`src/rtl/conv_layer_ctrl.sv`:
```
// Layer sequencer for a convolution engine: streams weights/biases from DDR, then meters
// pixel handshakes per output-channel group. Optional cycle counter: CONV_LAYER_CTRL_PERF_CNT_EN.
module conv_layer_ctrl #(
  parameter int unsigned DDR_WIDTH = 256,
  parameter int unsigned ADDR_W    = 10,
  parameter int unsigned CNT_W     = 16
) (
  input  logic                 clk,
  input  logic                 rst,
  input  logic                 start,
  input  logic [ADDR_W-1:0]    cfg_w_beats,
  input  logic [3:0]           cfg_b_beats,
  input  logic [7:0]           cfg_groups,
  input  logic [CNT_W-1:0]     cfg_pix,
  input  logic [DDR_WIDTH-1:0] ddr_data_in,
  input  logic                 ddr_valid_in,
  output logic                 ddr_ready_out,
  output logic                 wmem_wr_en,
  output logic [ADDR_W-1:0]    wmem_wr_addr,
  output logic [DDR_WIDTH-1:0] wmem_wr_data,
  output logic                 bias_wr_en,
  output logic [3:0]           bias_wr_addr,
  input  logic                 mac_valid_in,
  output logic                 mac_ready_out,
  input  logic                 mac_valid_out,
  output logic [2:0]           current_state,
  output logic                 state_rst,
  output logic                 layer_done,
  output logic                 busy,
  output logic                 err_overrun
`ifdef CONV_LAYER_CTRL_PERF_CNT_EN
  ,
  output logic [31:0]          perf_cycles
`endif
);

  typedef enum logic [2:0] {
    StIdle    = 3'd0,
    StLoadW   = 3'd1,
    StLoadB   = 3'd2,
    StCompute = 3'd3,
    StDrain   = 3'd4,
    StDone    = 3'd5
  } state_e;

  state_e state_q, state_d;

  logic [ADDR_W-1:0]    w_beats_q;
  logic [3:0]           b_beats_q;
  logic [7:0]           groups_q;
  logic [CNT_W-1:0]     pix_q;
  logic [ADDR_W-1:0]    beat_cnt_q, beat_cnt_d;
  logic [CNT_W-1:0]     in_cnt_q, in_cnt_d;
  logic [CNT_W-1:0]     out_cnt_q, out_cnt_d;
  logic [7:0]           grp_cnt_q, grp_cnt_d;
  logic                 err_q, err_d;
  logic                 wmem_wr_en_q, bias_wr_en_q, state_rst_q;
  logic [ADDR_W-1:0]    wmem_wr_addr_q;
  logic [3:0]           bias_wr_addr_q;
  logic [DDR_WIDTH-1:0] wr_data_q;

  logic                 accept_start;
  logic                 in_load;
  logic                 ddr_acc;
  logic [ADDR_W-1:0]    beat_target;
  logic [ADDR_W-1:0]    beat_nxt;
  logic                 load_done;
  logic                 mac_in_hs;
  logic [CNT_W-1:0]     in_nxt;
  logic                 in_done;
  logic                 out_ok;
  logic                 out_inc;
  logic [CNT_W-1:0]     out_nxt;
  logic                 out_done;
  logic [7:0]           grp_nxt;
  logic                 more_groups;
  logic                 drain_exit;

  assign accept_start = start && (state_q == StIdle);
  assign in_load      = (state_q == StLoadW) || (state_q == StLoadB);
  assign ddr_acc      = ddr_valid_in && ddr_ready_out;
  assign beat_target  = (state_q == StLoadW) ? w_beats_q : ADDR_W'(b_beats_q);
  assign beat_nxt     = beat_cnt_q + ADDR_W'(ddr_acc);
  // Look ahead by one beat so a phase ends in the cycle its last beat is taken.
  assign load_done    = (beat_nxt == beat_target);

  assign mac_in_hs    = mac_valid_in && mac_ready_out;
  assign in_nxt       = in_cnt_q + CNT_W'(mac_in_hs);
  assign in_done      = (in_nxt == pix_q);

  assign out_ok       = ((state_q == StCompute) || (state_q == StDrain)) && (out_cnt_q != pix_q);
  assign out_inc      = mac_valid_out && out_ok;
  assign out_nxt      = out_cnt_q + CNT_W'(out_inc);
  assign out_done     = (out_nxt == pix_q);

  assign grp_nxt      = grp_cnt_q + 8'd1;
  assign more_groups  = (grp_nxt < groups_q);
  assign drain_exit   = (state_q == StDrain) && out_done;

  // State register
  always_ff @(posedge clk or posedge rst) begin
    if (rst) begin
      state_q <= StIdle;
    end else begin
      state_q <= state_d;
    end
  end

  // Next-state logic
  always_comb begin
    state_d = state_q;
    case (state_q)
      StIdle:    if (start) state_d = StLoadW;
      StLoadW:   if (load_done) state_d = StLoadB;
      StLoadB:   if (load_done) state_d = StCompute;
      StCompute: if (in_done) state_d = StDrain;
      StDrain:   if (out_done) state_d = more_groups ? StLoadW : StDone;
      StDone:    state_d = StIdle;
      default:   state_d = StIdle;
    endcase
  end

  // Output logic
  always_comb begin
    current_state = state_q;
    busy          = (state_q != StIdle);
    layer_done    = (state_q == StDone);
    ddr_ready_out = in_load && (beat_cnt_q != beat_target);
    mac_ready_out = (state_q == StCompute) && (in_cnt_q != pix_q);
  end

  always_comb begin
    beat_cnt_d = beat_cnt_q;
    in_cnt_d   = in_cnt_q;
    out_cnt_d  = out_cnt_q;
    grp_cnt_d  = grp_cnt_q;
    err_d      = err_q;
    if (in_load) beat_cnt_d = load_done ? '0 : beat_nxt;
    if (state_q == StCompute) in_cnt_d = in_nxt;
    if (out_inc) out_cnt_d = out_nxt;
    if (mac_valid_out && !out_ok) err_d = 1'b1;
    if (drain_exit) begin
      grp_cnt_d = grp_nxt;
      in_cnt_d  = '0;
      out_cnt_d = '0;
    end
    // A fresh layer wins over any stray result strobe in the same cycle.
    if (accept_start) begin
      beat_cnt_d = '0;
      in_cnt_d   = '0;
      out_cnt_d  = '0;
      grp_cnt_d  = '0;
      err_d      = 1'b0;
    end
  end

  always_ff @(posedge clk or posedge rst) begin
    if (rst) begin
      w_beats_q      <= '0;
      b_beats_q      <= '0;
      groups_q       <= '0;
      pix_q          <= '0;
      beat_cnt_q     <= '0;
      in_cnt_q       <= '0;
      out_cnt_q      <= '0;
      grp_cnt_q      <= '0;
      err_q          <= 1'b0;
      wmem_wr_en_q   <= 1'b0;
      bias_wr_en_q   <= 1'b0;
      state_rst_q    <= 1'b0;
      wmem_wr_addr_q <= '0;
      bias_wr_addr_q <= '0;
      wr_data_q      <= '0;
    end else begin
      beat_cnt_q   <= beat_cnt_d;
      in_cnt_q     <= in_cnt_d;
      out_cnt_q    <= out_cnt_d;
      grp_cnt_q    <= grp_cnt_d;
      err_q        <= err_d;
      wmem_wr_en_q <= ddr_acc && (state_q == StLoadW);
      bias_wr_en_q <= ddr_acc && (state_q == StLoadB);
      state_rst_q  <= drain_exit && more_groups;
      if (ddr_acc) begin
        wr_data_q <= ddr_data_in;
        if (state_q == StLoadW) wmem_wr_addr_q <= beat_cnt_q;
        else bias_wr_addr_q <= beat_cnt_q[3:0];
      end
      if (accept_start) begin
        w_beats_q <= cfg_w_beats;
        b_beats_q <= cfg_b_beats;
        groups_q  <= (cfg_groups == 8'd0) ? 8'd1 : cfg_groups;
        pix_q     <= cfg_pix;
      end
    end
  end

  assign wmem_wr_en   = wmem_wr_en_q;
  assign wmem_wr_addr = wmem_wr_addr_q;
  assign wmem_wr_data = wr_data_q;
  assign bias_wr_en   = bias_wr_en_q;
  assign bias_wr_addr = bias_wr_addr_q;
  assign state_rst    = state_rst_q;
  assign err_overrun  = err_q;

`ifdef CONV_LAYER_CTRL_PERF_CNT_EN
  logic [31:0] perf_q;

  always_ff @(posedge clk or posedge rst) begin
    if (rst) begin
      perf_q <= '0;
    end else if (accept_start) begin
      perf_q <= '0;
    end else if (busy && (perf_q != '1)) begin
      perf_q <= perf_q + 32'd1;
    end
  end

  assign perf_cycles = perf_q;
`endif

endmodule

```
`config.mk`:
```
export PLATFORM = sky130hd
export DESIGN_NAME = conv_layer_ctrl
export DESIGN_NICKNAME = d
export VERILOG_FILES = /design/src/rtl/conv_layer_ctrl.sv
export SDC_FILE = /design/constraint.sdc
export NUM_CORES = 1
export LEC_CHECK = 0
export ABC_AREA = 1
export CAP_MARGIN = 0
export CORE_AREA = 2 2 226 228
export CTS_CLUSTER_SIZE = 12
export DETAILED_ROUTE_END_ITERATION = 10
export DIE_AREA = 0 0 228 230
export SLEW_MARGIN = 20
export SYNTH_ARGS = -nofsm -noshare
export SYNTH_HDL_FRONTEND = slang
export SYNTH_SLANG_ARGS = --single-unit
```
`constraint.sdc`:
```
create_clock -name clk -period 21.3 [get_ports clk]
set_input_delay 2.13 -clock clk [delete_from_list [all_inputs] [get_ports clk]]
set_output_delay 2.13 -clock clk [all_outputs]
set_load 0.02 [all_outputs]
```
==> reports/qor.txt, run 1 <==
=====================================================================================
Detailed-placement wirelength estimate                                       41990 um
Die H                                                                          230 um
I/O pin total                                                                     581
Synth-to-layout area growth                                                    47.94%
Sequential Area                                                             9134 um^2
Launching element of the worst setup path                                mac_valid_out
Sequential-to-total area share from yosys stat                                 55.87%
Required time at the worst-slack endpoint                                    21.71 ns
Initial Util                                                                   32.78%
Flops & latches, synth                                                            365
Final Wtd Congestion                                                           0.8721
Setup-failing EPs final                                                             0
Hold Crit Class                                                            reg -> reg
Fin. max-slew vios                                                                  0
Drt first-iter violations                                                         994
Final Instance Count excl. Fillers                                               3236
Critical path endpoint                                                   grp_cnt_q[0]
Worst clock skew                                                           0.02275 ns
Reg2reg setup slack                                                          15.34 ns
Final ANT Viol Nets                                                                 0
TritonCTS clock tree                                                            built
Endpoint of the lowest-slack register-to-register path                   grp_cnt_q[0]
Main area contributors after synthesis                                   sky130_fd_sc_hd__dfrtp_1, sky130_fd_sc_hd__nand2_1, sky130_fd_sc_hd__nor2_1, sky130_fd_sc_hd__xor2_1, sky130_fd_sc_hd__nand3_1
Cell type with the highest aggregate area in the netlist                 sky130_fd_sc_hd__dfrtp_1
Post-Synthesis Net Count                                                         2282
Fraction of power spent switching nets                                         40.57%
Critical Setup Path Class                                                   in -> reg
Yosys synthesis warning count                                                       0
Reg2Reg Depth                                                                      21
Number of different library cells in the post-synthesis netlist                    36
CTS sink count                                                                    365
Wirelength, routed                                                           57180 um
Capturing element type of the critical path                                  register
Inserted Clock Buffers                                                             44
Final Util                                                                     48.50%
Total number of vias                                                            14770
Clock network fraction of total power                                           21.6%
Post-Synthesis Mean Instance Area                                          8.306 um^2
Share of async-settable or async-resettable flops after synthesis              100.0%
Count of placed standard cells including taps                                    3147
Wire length of the first global-routing pass                                 87020 um
Vias in the first global route                                                  14530
Post-synth EDFFs                                                                    0
Number of iterations in the first detailed-routing pass                             5
Result of the run                                                        finished clean
Slew of the pin with the lowest slew margin                                  1.073 ns
Number of max-cap violations                                                        0
Register clock-pin slew on the reported worst setup and hold paths            0.06 ns
Post-synthesis instance area                                               16350 um^2
Row count                                                                          82
Net count reported at finish                                                     2836
Final period util                                                              29.33%
Clock latency on the worst-skew pair                                          0.57 ns
PostCTS Resize Cnt                                                                  0
Wire length per cell after detailed routing                                  17.67 um
Most used DFF post-synth                                                 sky130_fd_sc_hd__dfrtp_1
Pin count of the biggest net entering global routing                              206
Total negative slack                                                             0 ns
CTS H-tree depth                                                                    2
Port buffer count                                                                 580
Per-cell via count in the routed design                                         4.563
Shortest clock period the worst path allows after layout                     6.247 ns
Worst Setup Start Kind                                                   primary input
Maximum clock frequency                                                    0.1601 GHz
Commonest cells after routing, fill and taps aside                       sky130_fd_sc_hd__nand2_1, sky130_fd_sc_hd__clkdlybuf4s50_1, sky130_fd_sc_hd__dfrtp_1
PwrDens                                                                  150.6 nW/um^2
Die extent in x                                                                228 um
Fraction of final layout cells sized beyond drive strength 1                   4.618%
Cell-internal power                                                          2.165 mW
Lkg Pwr                                                                      11.66 nW
Number of buffers inserted by post-CTS setup repair                                 0
Arrival time at the worst endpoint                                            6.66 ns
Max transition margin                                                          28.45%
CTS max path bufs                                                                   3
Highest fanout seen on the critical path                                           33
Root buffer cell                                                         sky130_fd_sc_hd__clkbuf_16
Count of hold-fix buffers inserted at cts                                           0
Worst flop-to-flop path startpoint                                       current_state[1]
GR Util All Layers                                                             21.32%
Sequential cell fraction of total power                                         31.9%
Core Box Area                                                              49860 um^2
Worst vdd rail ir drop                                                       79.05 uV
Global route total overflow                                                         0
Fill cell total of the finished layout                                           4773
Share of power burned in combinational logic                                    46.6%
Cells after synthesis                                                            1968
DRC violation count after routing                                                   0
Area of the multi-input gates                                               6410 um^2
Top cell type's share of synthesized area                                      55.87%
Switching Power                                                              1.478 mW
Antenna violations before repair                                                   11
Overall die area                                                           52440 um^2
Unrepaired setup endpoints after global routing                                    no
Final count of hold timing violations                                               0
Most frequent standard cell in the layout excluding fill and tap cells   sky130_fd_sc_hd__nand2_1
=====================================================================================
synth_stat cells, types with 4 or more instances:
cell,n
sky130_fd_sc_hd__inv_1,87
sky130_fd_sc_hd__ha_1,14
sky130_fd_sc_hd__dfrtp_1,365
sky130_fd_sc_hd__nand3b_1,6
sky130_fd_sc_hd__xnor2_1,27
sky130_fd_sc_hd__nand3_1,75
sky130_fd_sc_hd__clkbuf_1,12
sky130_fd_sc_hd__buf_4,28
sky130_fd_sc_hd__nor3_1,5
sky130_fd_sc_hd__nor4_1,4
sky130_fd_sc_hd__o21ai_0,33
sky130_fd_sc_hd__buf_2,36
sky130_fd_sc_hd__a21oi_1,33
sky130_fd_sc_hd__xor2_1,44
sky130_fd_sc_hd__nor2_1,110
sky130_fd_sc_hd__nand4_1,25
sky130_fd_sc_hd__o22ai_1,10
sky130_fd_sc_hd__or2_2,4
sky130_fd_sc_hd__nand2_1,1002
sky130_fd_sc_hd__mux2_2,18
sky130_fd_sc_hd__inv_2,5
per-layer routing:
layer,track usage (%),routed length (um)
met1,25.49,23000
met2,34.58,27250
met3,7.701,4806
met4,9.375,2096
met5,0,22
how the worst min path moves through the flow:
stage / start / end / slack (ns) / depth (start not counted)
after floorplan: groups_q[1] / groups_q[1] / 0.45 / 2
after global placement: wmem_wr_data[128] / wmem_wr_data[128] / 0.46 / 2
after detailed placement: wmem_wr_data[168] / wmem_wr_data[168] / 0.46 / 2
after CTS: wmem_wr_data[168] / wmem_wr_data[168] / 0.48 / 2
after global routing: wmem_wr_data[153] / wmem_wr_data[153] / 0.49 / 2
final: wmem_wr_data[206] / wmem_wr_data[206] / 0.48 / 2
critical path, cell delays in order:
cell and delay [ns]:
sky130_fd_sc_hd__clkdlybuf4s50_1 0.48, sky130_fd_sc_hd__nand3_1 0.47, sky130_fd_sc_hd__inv_1 0.62, sky130_fd_sc_hd__ha_1 0.28
sky130_fd_sc_hd__ha_1 0.23, sky130_fd_sc_hd__nand3_1 0.16, sky130_fd_sc_hd__nor2_1 0.28, sky130_fd_sc_hd__nand3_1 0.20
sky130_fd_sc_hd__inv_1 0.11, sky130_fd_sc_hd__nand2_1 0.05, sky130_fd_sc_hd__a21oi_1 0.12, sky130_fd_sc_hd__nand2_1 0.06
sky130_fd_sc_hd__nor2_1 0.11, sky130_fd_sc_hd__nand3_1 0.16, sky130_fd_sc_hd__inv_2 0.14, sky130_fd_sc_hd__nand2_1 0.24
sky130_fd_sc_hd__nand2_2 0.62, sky130_fd_sc_hd__o21ai_0 0.17
cells by family (layout without fill, tap and decap cells):
kind of cell               Yosys count  after routing  share of synthesized area, %
AOI/OAI and AO/OA                   83             83                         2.725
xor gates and xnor gates            72             72                         3.942
adders and majority gates           14             14                         1.072
buffers and inverters              173            760                         4.990
DFF                                365            365                         55.87
muxes                               18             18                         1.240
other                                0              9                             0
and+or+nand+nor                   1243           1243                         30.16
stage by stage:
step | setup WS, ns | power [mW] | instance area, um^2 | hold WS (ns)
6_report | 15.05 | 3.642 | 24180 | 0.4760
5_1_grt | 14.49 | 3.875 | 24180 | 0.4943
4_1_cts | 15.14 | 3.681 | 24130 | 0.4797
2_1_floorplan | 9.038 | 2.080 | 16350 | 0.4530
3_3_place_gp | 14.66 | 2.856 | 22620 | 0.4611
3_5_place_dp | 14.58 | 2.869 | 22620 | 0.4637
state kept, by name (all words and copies together), names as in the netlist, 8 cells and up:
signal / count
w_beats_q: 10
grp_cnt_q: 8
groups_q: 8
beat_cnt_q: 10
in_cnt_q: 16
pix_q: 16
wmem_wr_data: 256
wmem_wr_addr: 10
out_cnt_q: 16
final cells by class:
class / count / share of cell area [%]
Inverter: 93 / 1.506
Clock buffer: 59 / 5.117
Clock inverter: 20 / 1.143
Multi-Input combinational cell: 1430 / 26.51
Antenna cell: 9 / 0.09313
Sequential cell: 365 / 37.77
Timing Repair Buffer: 588 / 24.39
Tap cell: 672 / 3.477
power groups by stage:
stage	Sequential, mW	Clock, mW	Combinational [mW]
4_1_cts	1.16	0.808	1.71
5_1_grt	1.20	0.836	1.84
2_1_floorplan	1.43	0	0.648
3_3_place_gp	1.16	0	1.70
3_5_place_dp	1.16	0	1.71
6_report	1.16	0.786	1.70
(Power assumes the default switching activity.)
==> inputs of run 2 (changes only) <==
==> constraint.sdc (replaced) <==
create_clock -name clk -period 6.4 [get_ports clk]
set_input_delay 0.64 -clock clk [delete_from_list [all_inputs] [get_ports clk]]
set_output_delay 0.64 -clock clk [all_outputs]
set_load 0.02 [all_outputs]
==> run 2 against run 1 <==
Effect of this change:
- critical path depth up 4
- sequential power rose to 3.3 times the previous value
- combinational power rose to 3.3 times the previous value
- non-clock buffer count up 4
- final area down 0.36%
- clock skew down 0.0064 ns
- sequential share of layout area up 0.14 points
- sequential cell count unchanged
- via count up 0.18%
- wire length up 2.7%
- die area unchanged
- final cell count about the same
- critical path type is now reg -> reg
- largest power group unchanged
==> reports/qor.txt, run 2 (same netlist as run 1, synthesis figures left out) <==
=====================================================================================
I/O pin total                                                                     581   unchanged
Commonest cells after routing, fill and taps aside                       sky130_fd_sc_hd__nand2_1, sky130_fd_sc_hd__clkdlybuf4s50_1, sky130_fd_sc_hd__dfrtp_1
Total negative slack                                                             0 ns   unchanged
Capturing element type of the critical path                                  register
Core Box Area                                                              49860 um^2   unchanged
CTS max path bufs                                                                   3   unchanged
Die extent in x                                                                228 um   unchanged
Worst Setup Start Kind                                                       register
PwrDens                                                                  495.1 nW/um^2   +230%
Result of the run                                                        finished clean
Fin. max-slew vios                                                                  0   unchanged
Worst clock skew                                                           0.01631 ns   -0.006444 ns
Synth-to-layout area growth                                                    47.40%
Hold Crit Class                                                           in -> async
Per-cell via count in the routed design                                         4.574   +0.24%
Clock network fraction of total power                                           20.1%   -1.5 points
Number of iterations in the first detailed-routing pass                             6   +1
Final period util                                                              80.18%
GR Util All Layers                                                             22.09%   +0.77 points
Antenna violations before repair                                                   13   +2
Max transition margin                                                          31.68%   +3.2 points
Fraction of power spent switching nets                                         41.16%   +0.60 points
Total number of vias                                                            14790   +0.18%
Drt first-iter violations                                                        1099   +11%
Wire length per cell after detailed routing                                  18.17 um   +2.8%
Vias in the first global route                                                  14790   +1.8%
Port buffer count                                                                 580   unchanged
Register clock-pin slew on the reported worst setup and hold paths            0.06 ns   about the same
Cell-internal power                                                          7.019 mW   +220%
Final ANT Viol Nets                                                                 0   unchanged
Inserted Clock Buffers                                                             44   unchanged
Final count of hold timing violations                                               0   unchanged
Most frequent standard cell in the layout excluding fill and tap cells   sky130_fd_sc_hd__nand2_1
Arrival time at the worst endpoint                                            5.55 ns   -1.11 ns
Worst vdd rail ir drop                                                       248.3 uV   +210%
Number of buffers inserted by post-CTS setup repair                                 0   unchanged
Switching Power                                                              4.911 mW   +230%
Clock latency on the worst-skew pair                                          0.57 ns   about the same
Reg2Reg Depth                                                                      22   +4.8%
Worst flop-to-flop path startpoint                                       current_state[1]
Global route total overflow                                                         0   unchanged
Max reg flops                                                                     256   unchanged
Reg2reg setup slack                                                           1.27 ns   -14.07 ns
Final Cell Area                                                            24100 um^2   -0.36%
Pin count of the biggest net entering global routing                              160   -22%
CTS H-tree depth                                                                    2   unchanged
Initial Util                                                                   32.78%   unchanged
Wirelength, routed                                                           58750 um   +2.7%
Critical Setup Path Class                                                  reg -> reg
Unrepaired setup endpoints after global routing                                    no
Row count                                                                          82   unchanged
Hold_ws                                                                     0.4163 ns   -0.05964 ns
Lkg Pwr                                                                      11.62 nW   -0.29%
Count of hold-fix buffers inserted at cts                                           0   unchanged
Wire length of the first global-routing pass                                 89980 um   +3.4%
Slowest stage cell, crit path                                            sky130_fd_sc_hd__nand2_2
Detailed-placement wirelength estimate                                       43780 um   +4.3%
Share of power burned in combinational logic                                    47.5%   +0.9 points
Sequential cell fraction of total power                                         32.4%   +0.5 points
Number of max-cap violations                                                        0   unchanged
Required time at the worst-slack endpoint                                     6.82 ns   -14.89 ns
Fraction of final layout cells sized beyond drive strength 1                   4.579%   -0.039 points
Slew of the pin with the lowest slew margin                                  1.025 ns   -0.04847 ns
Overall die area                                                           52440 um^2   unchanged
Shortest clock period the worst path allows after layout                     5.132 ns
Final Util                                                                     48.32%   -0.18 points
Maximum clock frequency                                                    0.1949 GHz
Root buffer cell                                                         sky130_fd_sc_hd__clkbuf_16
Setup-failing EPs final                                                             0   unchanged
DRC violation count after routing                                                   0   unchanged
PostCTS Resize Cnt                                                                  0   unchanged
Net count reported at finish                                                     2840   +0.14%
Final Wtd Congestion                                                           0.8840   +1.4%
Endpoint of the lowest-slack register-to-register path                   grp_cnt_q[0]
Placed inst area                                                           22660 um^2   +0.17%
CTS sink count                                                                    365   unchanged
Highest fanout seen on the critical path                                           33   unchanged
TritonCTS clock tree                                                            built
Die H                                                                          230 um   unchanged
Cell-by-cell trace of the critical path                                  inv_2 -> nor3_2 -> inv_1 -> nand2_1 -> nand3_1 -> buf_4 -> inv_1 -> ha_1 -> ha_1 -> nand3_1 -> nor2_1 -> nand3_1 -> inv_1 -> nand2_1 -> a21oi_1 -> nand2_1 -> nor2_1 -> nand3_1 -> inv_2 -> nand2_1 -> nand2_2 -> o21ai_0
Critical path buffer and inverter count                                             6   +2
Max stage delay on crit path                                                  0.61 ns   about the same
Crit-path leading delay family                                           simple AND/OR/NAND/NOR gates
=====================================================================================
run 2: cell count changes in the layout (fill, tap and decap cells not counted), moves of 2 or more:
| cell | delta |
|---|---|
| sky130_fd_sc_hd__diode_2 | -2 |
| sky130_fd_sc_hd__clkbuf_8 | +5 |
| sky130_fd_sc_hd__bufinv_16 | -6 |
| sky130_fd_sc_hd__buf_4 | +3 |
| sky130_fd_sc_hd__clkinv_2 | -2 |
run 2: layout make-up:
class / count / area, um^2
Fill cell: 4808 / 25770
Sequential cell: 365 / 9134
Multi-Input combinational cell: 1430 / 6410
Timing Repair Buffer: 592 / 5941
Clock buffer: 65 / 1310
Tap cell: 672 / 840.8
Inverter: 93 / 360.3
Clock inverter: 10 / 82.58
Antenna cell: 7 / 17.52
run 2: worst max-delay path by stage:
stage,startpoint,to,slack [ns],depth (start not counted)
floorplan,rst,b_beats_q[0],0.86,1
global placement,current_state[1],grp_cnt_q[0],1.33,22
detailed placement,current_state[1],grp_cnt_q[0],1.22,22
CTS,current_state[1],grp_cnt_q[0],1.23,22
global route,current_state[1],grp_cnt_q[0],0.57,22
finish,current_state[1],grp_cnt_q[0],1.27,22
run 2: per-stage QoR:
step	cells	total power, mW	worst slack (ns)
after floorplan	1968	6.922	0.8638
after global placement	3151	9.502	1.332
after detailed placement	3151	9.573	1.220
after CTS	3226	12.05	1.229
after global routing	3234	12.72	0.5748
final	3234	11.93	1.268
run 2: routing by layer:
layer  vias to the layer above  global-route usage (%)  share of wire, %
met5                         -                       0              0.11
met1                      6995                   26.69                41
met4                        12                   7.067               2.4
li1                       7227                       -                 -
met2                       467                   36.44                47
met3                        91                   8.333               9.0
run 2: power by group through the flow:
stage	Combinational [mW]	Sequential, mW	Clock (mW)
global placement	5.64	3.86	0
finish	5.67	3.86	2.40
global route	6.16	3.98	2.57
floorplan	2.16	4.77	0
CTS	5.72	3.86	2.47
detailed placement	5.70	3.88	0
==> inputs of run 3 (changes only) <==
==> constraint.sdc (replaced) <==
create_clock -name clk -period 5.2 [get_ports clk]
set_input_delay 0.52 -clock clk [delete_from_list [all_inputs] [get_ports clk]]
set_output_delay 0.52 -clock clk [all_outputs]
set_load 0.02 [all_outputs]
==> run 3 against run 2 <==
Effect of this change:
- wire length is 1.6% higher
- largest cell class unchanged
- sequential share of layout area hardly changed
- utilization is 0.055 points higher
- global-route usage is 0.16 points higher
- sequential power is 22% higher
==> reports/qor.txt, run 3 (same netlist as run 1, synthesis figures left out) <==
=====================================================================================
Result of the run                                                        finished clean
Critical path depth                                                                23   +4.5%
Most frequent standard cell in the layout excluding fill and tap cells   sky130_fd_sc_hd__nand2_1
Crit-path leading delay family                                           simple AND/OR/NAND/NOR gates
Die H                                                                          230 um   unchanged
Overall power after layout                                                   14.72 mW   +23%
Wire length of the first global-routing pass                                 90340 um   +0.40%
Total negative slack                                                             0 ns   unchanged
Unrepaired setup endpoints after global routing                                    no
Lkg Pwr                                                                      11.62 nW   about the same
CTS H-tree depth                                                                    2   unchanged
Worst vdd rail ir drop                                                       338.4 uV   +36%
Max transition margin                                                          29.66%   -2.0 points
Final period util                                                              87.68%   +7.5 points
Shortest clock period the worst path allows after layout                     4.560 ns   -0.5721 ns
Register clock-pin slew on the reported worst setup and hold paths            0.06 ns   about the same
Global route total overflow                                                         0   unchanged
Number of max-cap violations                                                        0   unchanged
Setup-failing EPs final                                                             0   unchanged
Root buffer cell                                                         sky130_fd_sc_hd__clkbuf_16
Critical path buffer and inverter count                                             7   +1
Total number of vias                                                            14750   -0.27%
Clock latency on the worst-skew pair                                          0.56 ns   about the same
Row count                                                                          82   unchanged
Final Util                                                                     48.38%   +0.055 points
Final Cell Area                                                            24120 um^2   +0.11%
Reg2Reg Depth                                                                      23   +4.5%
Wirelength, routed                                                           59670 um   +1.6%
Net count reported at finish                                                     2844   +0.14%
Required time at the worst-slack endpoint                                     5.62 ns   -1.20 ns
Critical Setup Path Class                                                  reg -> reg
Port buffer count                                                                 580   unchanged
GR Util All Layers                                                             22.25%   +0.16 points
Max reg flops                                                                     256   unchanged
Slowest stage cell, crit path                                            sky130_fd_sc_hd__dfrtp_1
Launching element of the worst setup path                                current_state[1]
Endpoint of the lowest-slack register-to-register path                   out_cnt_q[11]
Wire length per cell after detailed routing                                  18.45 um   +1.6%
Per-cell via count in the routed design                                         4.563   -0.24%
Placed inst area                                                           22720 um^2   +0.28%
Final count of hold timing violations                                               0   unchanged
Worst clock skew                                                           0.01764 ns   +0.001327 ns
Fin. max-slew vios                                                                  0   unchanged
Worst Setup Start Kind                                                       register
Drt first-iter violations                                                         871   -21%
I/O pin total                                                                     581   unchanged
Count of hold-fix buffers inserted at cts                                           0   unchanged
TritonCTS clock tree                                                            built
Sequential Area                                                             9134 um^2   unchanged
Reg2reg setup slack                                                           0.64 ns   -0.63 ns
Highest fanout seen on the critical path                                           33   unchanged
Die extent in x                                                                228 um   unchanged
Core Box Area                                                              49860 um^2   unchanged
Worst flop-to-flop path startpoint                                       current_state[1]
Cell-by-cell trace of the critical path                                  inv_2 -> nor3_4 -> inv_1 -> nand2_1 -> nand3_1 -> buf_4 -> inv_1 -> buf_4 -> ha_1 -> ha_1 -> nand3_1 -> nor2_1 -> nand3_1 -> inv_1 -> nand2_1 -> a21oi_1 -> nand2_1 -> nor2_1 -> nand3_1 -> inv_2 -> nand2_1 -> nand2_8 -> nor2_1
Number of buffers inserted by post-CTS setup repair                                 0   unchanged
Antenna violations before repair                                                    6   -7
Critical path endpoint                                                   out_cnt_q[11]
Number of iterations in the first detailed-routing pass                             5   -1
Inserted Clock Buffers                                                             43   -2.3%
DRC violation count after routing                                                   0   unchanged
Synth-to-layout area growth                                                    47.57%
Max stage delay on crit path                                                  0.50 ns   -0.11 ns
CTS sink count                                                                    365   unchanged
Pre-CTS setup slack                                                         0.2051 ns   -1.015 ns
Capturing element type of the critical path                                  register
Fraction of final layout cells sized beyond drive strength 1                   4.689%   +0.11 points
Hold Crit Class                                                            reg -> reg
Detailed-placement wirelength estimate                                       44390 um   +1.4%
Initial Util                                                                   32.78%   unchanged
Pin count of the biggest net entering global routing                              211   +32%
Commonest cells after routing, fill and taps aside                       sky130_fd_sc_hd__nand2_1, sky130_fd_sc_hd__clkdlybuf4s50_1, sky130_fd_sc_hd__dfrtp_1
Vias in the first global route                                                  14830   +0.27%
Post-layout worst setup margin                                              0.6404 ns   -0.6279 ns
Fill cell total of the finished layout                                           4846   +0.79%
Slew of the pin with the lowest slew margin                                  1.055 ns   +0.03022 ns
PwrDens                                                                  610.1 nW/um^2   +23%
Arrival time at the worst endpoint                                            4.98 ns   -0.57 ns
Overall die area                                                           52440 um^2   unchanged
Maximum clock frequency                                                    0.2193 GHz   +13%
Area of the multi-input gates                                               6430 um^2   +0.31%
Final ANT Viol Nets                                                                 0   unchanged
Worst hold start                                                         wmem_wr_data[128]
Final Wtd Congestion                                                           0.8980   +1.6%
CTS max path bufs                                                                   3   unchanged
=====================================================================================
-- run 3: cell type report --
cell class,count,share of cell area [%]
diodes,2,0.02075
clock buffers,60,5.057
clock inverters,14,0.5394
inverters,93,1.494
multi-input cells,1430,26.65
flip-flops and latches,365,37.86
well taps,672,3.485
repair buffers,597,24.89
-- run 3: per-stage QoR --
step	instances	hold slack (ns)
global placement	3156	0.4605
finish	3233	0.4755
CTS	3230	0.4412
global route	3233	0.4729
floorplan	1968	0.4530
detailed placement	3156	0.4639
-- run 3: per-layer routing --
layer / GRT usage (%) / part of all wire, % / wire length, um
met4: 6.720 / 2.3 / 1394
met5: 0 / 0.084 / 50
met3: 7.937 / 8.8 / 5260
met2: 37.47 / 48 / 28590
met1: 26.70 / 41 / 24360
-- run 3: worst min-delay path by stage --
stage,to,slack (ns),cells past startpoint
finish,wmem_wr_data[128],0.48,2
global route,wmem_wr_data[30],0.47,3
CTS,wmem_wr_data[230],0.44,3
detailed placement,wmem_wr_data[227],0.46,2
global placement,wmem_wr_data[132],0.46,2
floorplan,groups_q[1],0.45,2
-- run 3: worst reg2reg max path, stage by stage (launching register included) --
cell and delay, ns:
sky130_fd_sc_hd__dfrtp_1 0.50, sky130_fd_sc_hd__inv_2 0.11, sky130_fd_sc_hd__nor3_4 0.34, sky130_fd_sc_hd__inv_1 0.10, sky130_fd_sc_hd__nand2_1 0.10, sky130_fd_sc_hd__nand3_1 0.08, sky130_fd_sc_hd__buf_4 0.20, sky130_fd_sc_hd__inv_1 0.07
sky130_fd_sc_hd__buf_4 0.20, sky130_fd_sc_hd__ha_1 0.20, sky130_fd_sc_hd__ha_1 0.22, sky130_fd_sc_hd__nand3_1 0.17, sky130_fd_sc_hd__nor2_1 0.34, sky130_fd_sc_hd__nand3_1 0.21, sky130_fd_sc_hd__inv_1 0.11, sky130_fd_sc_hd__nand2_1 0.05
sky130_fd_sc_hd__a21oi_1 0.13, sky130_fd_sc_hd__nand2_1 0.06, sky130_fd_sc_hd__nor2_1 0.13, sky130_fd_sc_hd__nand3_1 0.19, sky130_fd_sc_hd__inv_2 0.15, sky130_fd_sc_hd__nand2_1 0.30, sky130_fd_sc_hd__nand2_8 0.34, sky130_fd_sc_hd__nor2_1 0.11
-- run 3: report_power, final --
part | switching [mW] | internal (mW)
Clock | 1.24 | 1.69
Sequential | 0.706 | 4.01
Combinational | 4.15 | 2.92
Total | 6.10 | 8.62
-- run 3: timing repair --
item                                   4_1_cts  5_1_grt
setup endpoints to repair                    0       33
resized for setup                            0        3
endpoints found under the hold margin        0        0
